[config.mk]
export PLATFORM = sky130hd
export DESIGN_NAME = ulab_operand_stage
export DESIGN_NICKNAME = d
export VERILOG_FILES = /design/src/rtl/ulab_operand_stage.sv
export SDC_FILE = /design/constraint.sdc
export NUM_CORES = 1
export LEC_CHECK = 0
export BUFFER_PORTS_ARGS = -buffer_cell sky130_fd_sc_hd__buf_4
export CORE_MARGIN = 2
export CORE_UTILIZATION = 37
export DETAILED_ROUTE_END_ITERATION = 8
export PLACE_DENSITY_LB_ADDON = 0.05
export SYNTH_ARGS = -nofsm -noshare
export SYNTH_HDL_FRONTEND = slang
export SYNTH_SLANG_ARGS = --single-unit
export TNS_END_PERCENT = 20
[constraint.sdc]
create_clock -name clk -period 1.8 [get_ports clk]
set_clock_uncertainty 0.15 [all_clocks]
set_input_delay 0.18 -clock clk [delete_from_list [all_inputs] [get_ports clk]]
set_output_delay 0.18 -clock clk [all_outputs]
set_load 0.02 [all_outputs]
[src/rtl/ulab_operand_stage.sv]
// rtl/ulab_operand_stage.sv - registered operand-B selector feeding a two-entry skid buffer
// Define ULAB_STAGE_SHL2_EN to add the shl2 input (selected source shifted left by 2).
module ulab_operand_stage #(
  parameter int WIDTH  = 32,
  parameter int NUM_IN = 6,
  localparam int SEL_W = $clog2(NUM_IN)
) (
  input  logic                    clk,
  input  logic                    reset,
  input  logic [SEL_W-1:0]        selector,
  input  logic [NUM_IN*WIDTH-1:0] data_in,
`ifdef ULAB_STAGE_SHL2_EN
  input  logic                    shl2,
`endif
  input  logic                    in_valid,
  output logic                    in_ready,
  output logic [WIDTH-1:0]        data_out,
  output logic                    out_valid,
  input  logic                    out_ready,
  output logic                    sel_err
);

  typedef enum logic [1:0] {
    S_EMPTY = 2'd0,
    S_HALF  = 2'd1,
    S_FULL  = 2'd2
  } state_t;

  localparam logic [SEL_W:0] NUM_IN_V = NUM_IN[SEL_W:0];

  state_t           state_q, state_d;
  logic [WIDTH-1:0] main_q, main_d;
  logic [WIDTH-1:0] skid_q, skid_d;
  logic             sel_err_q, sel_err_d;

  logic [WIDTH-1:0] src_val;
  logic [WIDTH-1:0] push_val;
  logic             sel_oor;
  logic             push, pop;
  logic             load_main, main_from_skid, load_skid;

  // Out-of-range selectors match no source, so src_val stays zero for them.
  always_comb begin
    src_val = '0;
    for (int k = 0; k < NUM_IN; k++) begin
      if ({1'b0, selector} == k[SEL_W:0]) begin
        src_val = data_in[k*WIDTH +: WIDTH];
      end
    end
    sel_oor = ({1'b0, selector} >= NUM_IN_V);
  end

`ifdef ULAB_STAGE_SHL2_EN
  assign push_val = shl2 ? {src_val[WIDTH-3:0], 2'b00} : src_val;
`else
  assign push_val = src_val;
`endif

  assign push = in_valid && in_ready;
  assign pop  = out_valid && out_ready;

  always_ff @(posedge clk) begin
    if (reset) begin
      state_q <= S_EMPTY;
    end else begin
      state_q <= state_d;
    end
  end

  always_comb begin
    state_d        = state_q;
    load_main      = 1'b0;
    main_from_skid = 1'b0;
    load_skid      = 1'b0;
    case (state_q)
      S_EMPTY: begin
        if (push) begin
          load_main = 1'b1;
          state_d   = S_HALF;
        end
      end
      S_HALF: begin
        if (push && pop) begin
          load_main = 1'b1;
        end else if (push) begin
          load_skid = 1'b1;
          state_d   = S_FULL;
        end else if (pop) begin
          state_d = S_EMPTY;
        end
      end
      S_FULL: begin
        if (pop) begin
          main_from_skid = 1'b1;
          state_d        = S_HALF;
        end
      end
      default: state_d = S_EMPTY;
    endcase
  end

  // Handshake outputs come from registered state only, never from in_valid/out_ready.
  always_comb begin
    out_valid = (state_q != S_EMPTY);
    in_ready  = (state_q != S_FULL);
  end

  always_comb begin
    main_d    = main_q;
    skid_d    = skid_q;
    sel_err_d = sel_err_q;
    if (load_main) begin
      main_d = push_val;
    end else if (main_from_skid) begin
      main_d = skid_q;
    end
    if (load_skid) begin
      skid_d = push_val;
    end
    if (push && sel_oor) begin
      sel_err_d = 1'b1;
    end
  end

  always_ff @(posedge clk) begin
    if (reset) begin
      main_q    <= '0;
      skid_q    <= '0;
      sel_err_q <= 1'b0;
    end else begin
      main_q    <= main_d;
      skid_q    <= skid_d;
      sel_err_q <= sel_err_d;
    end
  end

  assign data_out = main_q;
  assign sel_err  = sel_err_q;

endmodule

==> results.yml <==
status:
  status: "completed"
yosys:
  netlist_area_um2: 4250
  yosysSeqAreaShare: 0.316
  avgSynthCellArea_um2: 8.76
  ys_warn_count: 0
  syn-num-nets: 684
  synth_cells: 485
  ys_types: 31
  yosys_register_bits: 67
cts:
  cts_tree: "yes"
  cts.sinks: 67
  cts_max_level: 3
  clk_pin_slew_ns: 0.06
  cts_setup_buffers: 0
  clock-root-buffer: "clkbuf_16"
  clockBufferDepth: 2
  cts_buffers: 9
  clk_latency_ns: 0.32
timing:
  worstMarginPinSlew_ns: 0.536
  fmax_mhz: 600
  period_minus_slack_ns: 1.67
  slew_violations: 0
  setup_tns_ns: 0
  slew-limit-headroom: 0.642
  setup_violations: 0
  finalHoldViolations: 0
  period_share: 0.926
  rsz0062_at_grt: "false"
die:
  core_area_um2: 11300
  start_util: 0.375
  die_h_um: 111
  dieArea_um2: 12400
  rows: 39
  ios: 234
  die_w_um: 111
cells_and_area:
  finalNetCount: 914
  fillCellCount: 1048
  stdcell_area_um2: 6490
  seqCellArea_um2: 1340
  layout-drive-gt1-share: 0.435
  area_growth_pct: 52.7
  fin_util: 0.573
  diodes: 0
  multiInputGateArea_um2: 2620
pwr:
  max-vdd-ir-drop_mv: 0.517
  switchingPower_mw: 1.24
  pwr-share-comb: 0.260
  power_density_nw_per_um2: 703
  p_leak_nw: 3.15
  internal-power_mw: 3.33
  swShare: 0.271
  pwr-share-seq: 0.356
  p_clk_frac: 0.385
worst_setup_path:
  startpoint_type: "flop"
  r2r_cells: 5
  r2r-start: "state_q[0]"
  rrSetupSlack_ns: 0.16
  cp-end-kind: "output port"
  r2r_end: "data_out[21]"
  cp_data_required_time_ns: 1.47
  worstPathArrival_ns: 1.34
  critPathKind: "reg -> out"
  crit_fanout: 19
routing:
  drt_first_pass_iters: 4
  drcViolationCount: 0
  viasPerCell: 5.02
  routedWlPerCell_um: 15.7
  first_iter_violations: 179
  drtAntennaViolNets: 0
  vias: 4330
  wl_mm: 13.5
global_routing:
  track_usage: 0.210
  grt_overflow_total: 0
  grt_max_degree: 33
  grt_pass1_vias: 4411
  antenna_found_initial: 0
  grt_pass1_wl_mm: 21.5
job:
  cap_violations: 0
place:
  placed_cell_area_um2: 6140
  place_congestion: 0.764
  portBuffers: 233
  dpl.hpwl_mm: 10.1
min_path:
  hold_depth: 3
  holdPathEnd: "sel_err"
  worstHoldStart: "selector[2]"
  hold_class: "in -> reg"
## logic make-up after synthesis
kind of cell	after synthesis	synth area share
muxes	114	0.282
and+or+nand+nor	126	0.119
buffers and inverters	57	0.0769
DFF	67	0.316
AOI/OAI and AO/OA	121	0.206
## state kept, by name (all words and copies together) (netlist names)
signal    cells
state_q       2
data_out     32
sel_err       1
skid_q       32
## synth_stat cells
cell      count  area share
a22oi_1      39       0.069
o22ai_1      17       0.025
buf_4         9       0.016
a21oi_1       3      0.0035
a22oi_2      10       0.029
and3b_1       1      0.0021
nand3_1       2      0.0024
inv_1        15       0.013
o21ai_0       7      0.0082
buf_8         3       0.011
mux2_2        7       0.019
o21ai_1      25       0.029
clkbuf_1     13       0.011
nand2_1     112       0.099
or2_2         1      0.0015
nor2b_1       3      0.0044
o22a_1        1      0.0021
mux2_4       10       0.035
buf_2        12       0.014
nand2b_1      2      0.0029
o21bai_2      1      0.0026
a41oi_1       1      0.0021
o221ai_1     15       0.031
a211oi_1      1      0.0018
nor2_1        3      0.0026
mux2i_1      97        0.23
nor2b_2       2      0.0041
buf_1         1     0.00088
o21ai_2       1      0.0021
dfxtp_1      67        0.32
buf_6         4       0.011
## timing repair
action,4_1_cts,5_1_grt
hold buffers,1,0
cloned,0,1
pin swaps,1,1
endpoints found under the hold margin,1,0
endpoints found under the setup margin,1,47
resized for setup,2,4
## cell usage in the layout, fill, tap and decap left out, drive strengths merged, types with 2 or more instances in the layout
master,Yosys,layout
nor2b,5,5
buf,29,259
clkinv,0,2
o21ai,33,33
nand2b,2,2
dfxtp,67,67
mux2i,97,97
mux2,17,17
a22oi,49,49
clkbuf,13,11
a21oi,3,4
nand3,2,2
inv,15,15
o221ai,15,15
clkinvlp,0,2
nor2,3,3
nand2,112,112
o22ai,17,17
## worst max path at each step
stage               start           end  cells past startpoint
6_report       state_q[1]      in_ready                      3
4_1_cts        state_q[0]   data_out[2]                      5
3_3_place_gp   state_q[0]   data_out[4]                      5
3_5_place_dp   state_q[1]    skid_q[23]                      4
5_1_grt        state_q[0]  data_out[21]                      5
2_1_floorplan  state_q[0]  data_out[14]                      6
## power by group through the flow
stage	logic [mW]	registers (mW)	clock network, mW
detailed placement	1.18	1.66	0
finish	1.18	1.62	1.76
global route	1.29	1.63	1.86
floorplan	0.551	1.71	0
CTS	1.19	1.62	1.79
global placement	1.17	1.65	0
## metal layers
| metal | wire (um) | share of wire | track usage |
|---|---|---|---|
| met1 | 5780 | 0.43 | 0.262 |
| met2 | 6770 | 0.50 | 0.366 |
| met3 | 788 | 0.058 | 0.0426 |
| met4 | 187 | 0.014 | 0.0626 |
| met5 | 0 | 0 | 0 |
## through the flow
| step | cells | worst slack, ns | hold WS [ns] | power, mW |
|---|---|---|---|---|
| 5_1_grt | 863 | 0.0668 | 0.0837 | 4.78 |
| 2_1_floorplan | 485 | 0.287 | 0.108 | 2.26 |
| 3_5_place_dp | 845 | 0.00880 | 0.254 | 2.84 |
| 3_3_place_gp | 845 | 0.111 | 0.254 | 2.82 |
| 4_1_cts | 862 | 0.0438 | 0.0380 | 4.60 |
| 6_report | 863 | 0.134 | 0.0429 | 4.56 |
## final cells by class
| class | count | area share |
|---|---|---|
| clock buffers | 11 | 0.0374 |
| clock inverters | 5 | 0.00964 |
| inverters | 15 | 0.00868 |
| multi-input cells | 362 | 0.404 |
| flip-flops and latches | 67 | 0.207 |
| well taps | 143 | 0.0276 |
| repair buffers | 260 | 0.306 |
## worst max-delay path, cell delays in order, from the launching register on
cell and delay, ns:
dfxtp_2 0.40, buf_6 0.25, nand2b_1 0.17, buf_4 0.19
Note: power is estimated with default switching activity, not from simulation.
